$ cat config.mk
export PLATFORM = sky130hd
export DESIGN_NAME = pipe_stage_register
export DESIGN_NICKNAME = d
export VERILOG_FILES = /design/src/rtl/pipe_stage_register.sv
export SDC_FILE = /design/constraint.sdc
export NUM_CORES = 1
export LEC_CHECK = 0
export CAP_MARGIN = 20
export CELL_PAD_IN_SITES_DETAIL_PLACEMENT = 2
export CELL_PAD_IN_SITES_GLOBAL_PLACEMENT = 2
export CORE_MARGIN = 2
export CORE_UTILIZATION = 29
export DETAILED_ROUTE_END_ITERATION = 6
export PLACE_DENSITY_LB_ADDON = 0.1
export SETUP_SLACK_MARGIN = 0.4
export SLEW_MARGIN = 20
export SYNTH_ARGS = -nofsm -noshare
export SYNTH_HDL_FRONTEND = slang
export SYNTH_SLANG_ARGS = --single-unit
$ cat constraint.sdc
create_clock -name clk -period 2.3 [get_ports clk]
set_clock_uncertainty 0.15 [all_clocks]
set_input_delay 0.46 -clock clk [delete_from_list [all_inputs] [get_ports clk]]
set_output_delay 0.46 -clock clk [all_outputs]
set_load 0.01 [all_outputs]
$ cat src/rtl/pipe_stage_register.sv
// Pipeline stage register with a valid/ready handshake, a two-entry skid buffer,
// a synchronous flush that inserts bubbles, and a saturating stall counter.
module pipe_stage_register #(
    parameter int CTRL_W           = 8,
    parameter int DATA_W           = 128,
    parameter int BUBBLE_ZERO_CTRL = 1,
    parameter int STALL_CNT_W      = 16
) (
    input  logic                   clk,
    input  logic                   reset,
    input  logic                   flush,
    input  logic                   in_valid,
    output logic                   in_ready,
    input  logic [CTRL_W-1:0]      ctrl_in,
    input  logic [DATA_W-1:0]      data_in,
    output logic                   out_valid,
    input  logic                   out_ready,
    output logic [CTRL_W-1:0]      ctrl_out,
    output logic [DATA_W-1:0]      data_out,
    output logic [STALL_CNT_W-1:0] stall_count
);

    typedef enum logic [1:0] {
        ST_EMPTY = 2'd0,
        ST_ONE   = 2'd1,
        ST_FULL  = 2'd2
    } state_t;

    localparam logic [STALL_CNT_W-1:0] STALL_MAX = {STALL_CNT_W{1'b1}};
    localparam logic [STALL_CNT_W-1:0] STALL_ONE = {{(STALL_CNT_W-1){1'b0}}, 1'b1};

    state_t                  state_q;
    logic                    in_ready_q;
    logic                    out_valid_q;
    logic [CTRL_W-1:0]       main_ctrl_q;
    logic [DATA_W-1:0]       main_data_q;
    logic [CTRL_W-1:0]       skid_ctrl_q;
    logic [DATA_W-1:0]       skid_data_q;
    logic [STALL_CNT_W-1:0]  stall_q;
    logic [STALL_CNT_W-1:0]  stall_d;
    logic                    accept_s;
    logic                    release_s;

    // Handshake qualifiers use only registered flags, so no input-to-output comb path.
    assign accept_s  = in_valid & in_ready_q;
    assign release_s = out_valid_q & out_ready;

    // Storage FSM: main entry feeds the outputs, skid absorbs one beat under backpressure.
    always_ff @(posedge clk) begin
        if (reset) begin
            state_q     <= ST_EMPTY;
            in_ready_q  <= 1'b1;
            out_valid_q <= 1'b0;
            main_ctrl_q <= '0;
            main_data_q <= '0;
            skid_ctrl_q <= '0;
            skid_data_q <= '0;
        end else if (flush) begin
            // Data registers hold their value to avoid needless toggling.
            state_q     <= ST_EMPTY;
            in_ready_q  <= 1'b1;
            out_valid_q <= 1'b0;
            main_ctrl_q <= '0;
            skid_ctrl_q <= '0;
        end else begin
            case (state_q)
                ST_EMPTY: begin
                    if (accept_s) begin
                        main_ctrl_q <= ctrl_in;
                        main_data_q <= data_in;
                        out_valid_q <= 1'b1;
                        state_q     <= ST_ONE;
                    end else begin
                        state_q     <= ST_EMPTY;
                    end
                end
                ST_ONE: begin
                    if (accept_s && release_s) begin
                        main_ctrl_q <= ctrl_in;
                        main_data_q <= data_in;
                        state_q     <= ST_ONE;
                    end else if (accept_s) begin
                        skid_ctrl_q <= ctrl_in;
                        skid_data_q <= data_in;
                        in_ready_q  <= 1'b0;
                        state_q     <= ST_FULL;
                    end else if (release_s) begin
                        if (BUBBLE_ZERO_CTRL != 0) begin
                            main_ctrl_q <= '0;
                        end else begin
                            main_ctrl_q <= main_ctrl_q;
                        end
                        out_valid_q <= 1'b0;
                        state_q     <= ST_EMPTY;
                    end else begin
                        state_q     <= ST_ONE;
                    end
                end
                ST_FULL: begin
                    if (release_s) begin
                        main_ctrl_q <= skid_ctrl_q;
                        main_data_q <= skid_data_q;
                        in_ready_q  <= 1'b1;
                        state_q     <= ST_ONE;
                    end else begin
                        state_q     <= ST_FULL;
                    end
                end
                default: begin
                    state_q     <= ST_EMPTY;
                    in_ready_q  <= 1'b1;
                    out_valid_q <= 1'b0;
                    main_ctrl_q <= '0;
                    skid_ctrl_q <= '0;
                end
            endcase
        end
    end

    // Stall counter next state: count stalled cycles, stick at all-ones, ignore flush cycles.
    always_comb begin
        stall_d = stall_q;
        if (out_valid_q && !out_ready && !flush && (stall_q != STALL_MAX)) begin
            stall_d = stall_q + STALL_ONE;
        end else begin
            stall_d = stall_q;
        end
    end

    // Stall counter register; only reset clears it.
    always_ff @(posedge clk) begin
        if (reset) begin
            stall_q <= '0;
        end else begin
            stall_q <= stall_d;
        end
    end

    assign in_ready    = in_ready_q;
    assign out_valid   = out_valid_q;
    assign ctrl_out    = main_ctrl_q;
    assign data_out    = main_data_q;
    assign stall_count = stall_q;

endmodule
==> results of run 1 <==
## state kept, by name (all words and copies together) (netlist names)
| name | flops |
|---|---|
| ctrl_out | 8 |
| data_out | 128 |
| in_ready | 1 |
| out_valid | 1 |
| skid_ctrl_q | 8 |
| skid_data_q | 128 |
| stall_count | 16 |
| state_q | 2 |
## power breakdown
part	leakage (nW)	internal, mW	switching (mW)	total, mW
Combinational	4.76	0.891	0.907	1.80
Sequential	2.39	5.26	0.128	5.39
Clock	0.581	3.41	2.28	5.69
Total	7.73	9.56	3.31	12.9
## stage by stage
step	setup TNS [ps]	hold slack, ps
floorplan	0	286
global placement	-39550	290
detailed placement	-53920	301
CTS	0	94.9
global route	0	145
finish	0	135
## per-layer routing
layer	vias up	routed length, um	global-route usage (%)
met4	12	1340	7.46
met3	92	2840	5.95
li1	5606	-	-
met2	242	23600	36.3
met1	5877	20600	25.5
met5	-	82	0
## cells by family (layout without fill, tap and decap cells)
logic type	after synthesis	count (layout)	share of synthesized area, %
flip-flops	292	292	48.6
other	0	3	0
AND/OR/NAND/NOR	332	332	11.5
buffers and inverters	144	497	4.95
AO/OA/AOI/OAI	451	451	23.6
multiplexers	134	134	11.2
adder cells (fa/ha/maj)	1	1	0.104
## cell usage in the layout, fill, tap and decap left out, types with 9 or more instances in the layout
cell,count
a311oi_1,125
dfxtp_1,276
a21oi_1,256
mux2i_1,129
clkbuf_16,44
buf_12,26
buf_4,80
nand2_1,271
nor2_1,13
buf_6,12
a21oi_2,17
o21ai_0,13
dfxtp_2,9
dlygate4sd2_1,149
clkdlybuf4s50_1,137
## layout make-up
class / count / area, um^2 / share of cell area, %
Timing Repair Buffer: 432 / 4450 / 24.5
Multi-Input combinational cell: 918 / 5930 / 32.7
Sequential cell: 292 / 5880 / 32.5
Clock buffer: 53 / 1100 / 6.06
Tap cell: 532 / 666 / 3.67
Antenna cell: 3 / 7.51 / 0.0414
Clock inverter: 8 / 68.8 / 0.380
Inverter: 4 / 22.5 / 0.124
## worst paths after layout
path / from / end / slack (ps)
max: state_q[0]$_SDFF_PP0_ / data_out[84]$_SDFFE_PP0P_ / 230
min: reset / in_ready$_SDFFE_PP1P_ / 130
max reg2reg: state_q[0]$_SDFF_PP0_ / data_out[84]$_SDFFE_PP0P_ / 230
min reg2reg: skid_data_q[74]$_SDFFE_PP0P_ / skid_data_q[74]$_SDFFE_PP0P_ / 310
## critical path, cell delays in order (launching register included)
cell and delay [ps]:
dfxtp_4 380, a21boi_4 210, o32ai_4 140, buf_4 160
buf_6 110, buf_6 130, buf_4 130, buf_4 140
a311oi_1 390
## what timing repair did
item                                    4_1_cts  5_1_grt
gates cloned                                  7        6
resized for setup                           217       69
setup buffers                                15       27
endpoints found under the hold margin         3        0
hold buffers                                  2        0
endpoints found under the setup margin      381      136
pin swaps                                    11       57
==> impl_metrics.json, run 1 <==
{
  "final_hold_viol_count": 0,
  "cts_buffer_depth": 3,
  "grt-ovfl-total": 0,
  "yosys_warnings": 0,
  "fin_crit_sh_pct": 90.0,
  "powerDensity_nw_per_um2": 711,
  "drc": 0,
  "grt_usage_pct": 21.3,
  "hold_class": "primary input to flip-flop",
  "critPathArrivalTime_ps": 2330,
  "synth_area_um2": 12000,
  "clock_latency_ps": 530,
  "layout_min_cycle_time_ps": 2070,
  "worstMarginPinSlew_ps": 752,
  "synth_ff_type": "dfxtp_1",
  "clock_tree.root_cell": "clkbuf_16",
  "ant_nets": 0,
  "initial_core_util_pct": 29.4,
  "first_global_vias": 12777,
  "syn-num-nets": 1496,
  "pin_count": 295,
  "grt_max_degree": 147,
  "die-area_um2": 43100,
  "synth_top_cell_by_area": "dfxtp_1",
  "clkSinkCount": 292,
  "reg2regPathDepth": 8,
  "netlist_top_cells_count": "dfxtp_1 (292), a21oi_1 (276), nand2_1 (272), a311oi_1 (129), mux2i_1 (129)",
  "h-tree-depth": 2,
  "grt_pass1_wl_um": 73600,
  "holdPathStages": 3,
  "wire_per_inst_um": 21.6,
  "final_max_slew_viol_count": 0,
  "synthArstFlopShare_pct": 0,
  "fillers": 4359,
  "clock.fmax_mhz": 483,
  "status": "complete, no violations",
  "die_x_um": 208,
  "critPathCaptureType": "flip-flop",
  "netlist_instances": 1354,
  "cts_buffers": 37,
  "dp.cells": 2121,
  "synthDistinctLibCells": 41,
  "gp_congestion": 0.743,
  "slew_headroom_pct": 49.9,
  "coreArea_um2": 40800,
  "layout.cells.non_filler": 2242,
  "area_delta_synth_final_pct": 50.8,
  "drtIter0Drc": 384,
  "leakage_nw": 7.73,
  "setup_viol": 0,
  "synth.most_common_cell": "dfxtp_1",
  "synth_area_leaders": "dfxtp_1 (49%), a21oi_1 (11%), mux2i_1 (11%)",
  "fin_ws_ps": 229,
  "worstSetupPathType": "flip-flop to flip-flop",
  "rows": 74,
  "dp_hpwl_um": 29500,
  "drt-total-wl_um": 48500,
  "seq_area_frac_synth_pct": 48.6,
  "vias": 11829,
  "ys_ff_latch": 292,
  "final_cell_area_um2": 18100,
  "crit_path_max_fanout": 6,
  "port_buffers": 294,
  "place_ws_ps": -280,
  "post-route-util_pct": 44.4,
  "peakVddDrop_uv": 544,
  "clk_pin_slew_ps": 60,
  "max_cap_violations": 0,
  "yosysTopAreaCellShare_pct": 48.6,
  "nets": 1827,
  "finalPower_mw": 12.9,
  "grt_setup_unrepaired": "yes",
  "cts_tree": "yes",
  "routed_via_density": 5.28,
  "drt_pass1_iterations": 4,
  "die_y_um": 208,
  "start_kind": "flip-flop",
  "dpl_cell_area_um2": 16000,
  "layout-drive-gt1-share_pct": 15.6,
  "crit_required_ps": 2560,
  "synth_edf_count": 0,
  "synth.avg_cell_area_um2": 8.88,
  "antenna_found_initial": 10
}
Power figures use the tool's default switching activity.
==> inputs of run 2 (changes only) <==
- CELL_PAD_IN_SITES_DETAIL_PLACEMENT: 2 -> 0
- CELL_PAD_IN_SITES_GLOBAL_PLACEMENT: 2 -> 1
- CORE_ASPECT_RATIO: default -> 1.25
- CORE_UTILIZATION: 29 -> 37
- GPL_ROUTABILITY_DRIVEN: default -> 0
==> impl_metrics.json, run 2 (synthesis results as in run 1) <==
{
  "setup_tns_ps": 0,
  "power_frac_comb_pct": 13.0,
  "cts_buffers": 31,
  "nets": 1774,
  "met3WireLength_um": 2670,
  "powerDensity_nw_per_um2": 695,
  "grt_usage_pct": 20.2,
  "start_kind": "flip-flop",
  "layout.cells.non_filler": 2067,
  "fillers": 3046,
  "final_cell_mix": "a21oi_1 (274), nand2_1 (271), dfxtp_1 (271)",
  "rows": 73,
  "fin_crit_sh_pct": 84.4,
  "first_global_vias": 10194,
  "dp_hpwl_um": 23300,
  "critPathArrivalTime_ps": 2280,
  "antenna_found_initial": 3,
  "crit_path_max_fanout": 6,
  "r2r-end": "stall_count[9]$_SDFFE_PP0P_",
  "power.switching_mw": 2.88,
  "pwr-share-seq_pct": 45.2,
  "clkPwrFrac_pct": 41.8,
  "place_ws_ps": -323,
  "routed_via_density": 5.24,
  "critPathTopFamily": "simple AND/OR/NAND/NOR gates",
  "holdPathStages": 2,
  "drt_pass1_iterations": 5,
  "r2r_start": "out_valid$_SDFFE_PP0P_",
  "dp.cells": 1999,
  "slowest_stage": "or3b_4",
  "cts_tree": "yes",
  "holdCritStartpoint": "skid_data_q[14]$_SDFFE_PP0P_",
  "drc": 0,
  "drt-total-wl_um": 35900,
  "clock_tree.root_cell": "clkbuf_16",
  "switching_share_pct": 24.3,
  "layout-drive-gt1-share_pct": 11.8,
  "clock.fmax_mhz": 515,
  "initial_core_util_pct": 37.7,
  "p_int_mw": 9.00,
  "ant_nets": 0,
  "path_cells": "or3b_4, or3_4, or4_4, a21oi_2",
  "regArea_um2": 5890,
  "max_cap_violations": 0,
  "dpl_cell_area_um2": 15900,
  "die_y_um": 206,
  "slew_headroom_pct": 57.3,
  "final_hold_viol_count": 0,
  "reg2regPathDepth": 4,
  "hold-path-endpoint": "skid_data_q[14]$_SDFFE_PP0P_",
  "final_max_slew_viol_count": 0,
  "multiInputGateArea_um2": 5780,
  "post-route-util_pct": 53.6,
  "drtIter0Drc": 749,
  "worstSetupPathType": "flip-flop to flip-flop",
  "slowest_delay_ps": 430,
  "vias": 10825,
  "die-area_um2": 34000,
  "rrSetupSlack_ps": 360,
  "fin_ws_ps": 358,
  "grt_max_degree": 134,
  "grt_setup_unrepaired": "yes",
  "crit_required_ps": 2630,
  "leakage_nw": 7.29,
  "grt-ovfl-total": 0,
  "port_buffers": 294,
  "final_common_cell": "a21oi_1",
  "setup_viol": 0,
  "critPathCaptureType": "flip-flop",
  "coreArea_um2": 31900,
  "hold_class": "flip-flop to flip-flop",
  "worst-path-buf-inv": 0,
  "clkSinkCount": 292,
  "pin_count": 295,
  "cts_buffer_depth": 3,
  "clock_latency_ps": 560,
  "wl_met1_um": 15200,
  "final_cell_area_um2": 17100,
  "h-tree-depth": 1,
  "die_x_um": 165,
  "highest_layer": "met5",
  "layout_min_cycle_time_ps": 1940,
  "wire_per_inst_um": 17.4,
  "clk_pin_slew_ps": 60,
  "area_delta_synth_final_pct": 42.2,
  "peakVddDrop_uv": 552,
  "met2_length_um": 17300,
  "worstMarginPinSlew_ps": 641,
  "status": "complete, no violations",
  "grt_pass1_wl_um": 55500
}
run 2: cell count changes in the layout (fill, tap and decap cells not counted), moves of 6 or more:
cell and delta:
a21oi_1 +18, buf_4 -32, a21oi_2 -15, clkbuf_16 -13, buf_8 -6
run 2: worst max-delay path by stage:
stage	endpoint	cells past startpoint	from	slack [ps]
finish	stall_count[9]$_SDFFE_PP0P_	4	out_valid$_SDFFE_PP0P_	360
global route	stall_count[9]$_SDFFE_PP0P_	4	out_valid$_SDFFE_PP0P_	300
CTS	stall_count[8]	2	stall_count[8]$_SDFFE_PP0P_	310
detailed placement	data_out[55]$_SDFFE_PP0P_	7	out_ready	-320
global placement	stall_count[9]$_SDFFE_PP0P_	5	out_ready	-260
floorplan	stall_count[13]$_SDFFE_PP0P_	4	stall_count[7]$_SDFFE_PP0P_	390
run 2: cell type report:
cell class / instances / area share (%)
antenna: 2 / 0.0293
clock buffer: 49 / 5.46
clock inverter: 5 / 0.439
inverter: 4 / 0.132
multi-input combinational: 918 / 33.8
sequential: 292 / 34.5
tap: 412 / 3.02
timing repair buffer: 385 / 22.7
run 2: worst min-delay path: cells and delay by family (launching register included):
family / cells / cell delay [ps]
compound gates: 1 / 50
simple gates: 1 / 50
flops: 1 / 310
run 2: power groups by stage:
| stage | sequential, mW | combinational (mW) | clock (mW) |
|---|---|---|---|
| after floorplan | 5.55 | 0.635 | 0 |
| after global placement | 5.49 | 1.60 | 0 |
| after detailed placement | 5.49 | 1.62 | 0 |
| after CTS | 5.38 | 1.54 | 5.13 |
| after global routing | 5.39 | 1.68 | 5.34 |
| final | 5.37 | 1.54 | 4.96 |
run 2: timing repair:
action                                 CTS  global route
pin swaps                                3            10
gates cloned                             2             2
hold buffers                             1             0
endpoints found under the hold margin    4             0
setup buffers                            2             5
setup endpoints to repair              302            64
gates resized for setup                190            34
run 2: metal layers:
| layer | up-vias | GRT usage (%) |
|---|---|---|
| met5 | - | 0 |
| met4 | 2 | 5.19 |
| met3 | 43 | 5.60 |
| met2 | 243 | 33.6 |
| met1 | 5050 | 25.8 |
| li1 | 5487 | - |
run 2: through the flow:
| stage | power [mW] | hold WS [ps] |
|---|---|---|
| final | 11.9 | 302 |
| after CTS | 12.1 | 294 |
| after floorplan | 6.19 | 286 |
| after global placement | 7.10 | 290 |
| after global routing | 12.4 | 314 |
| after detailed placement | 7.11 | 296 |
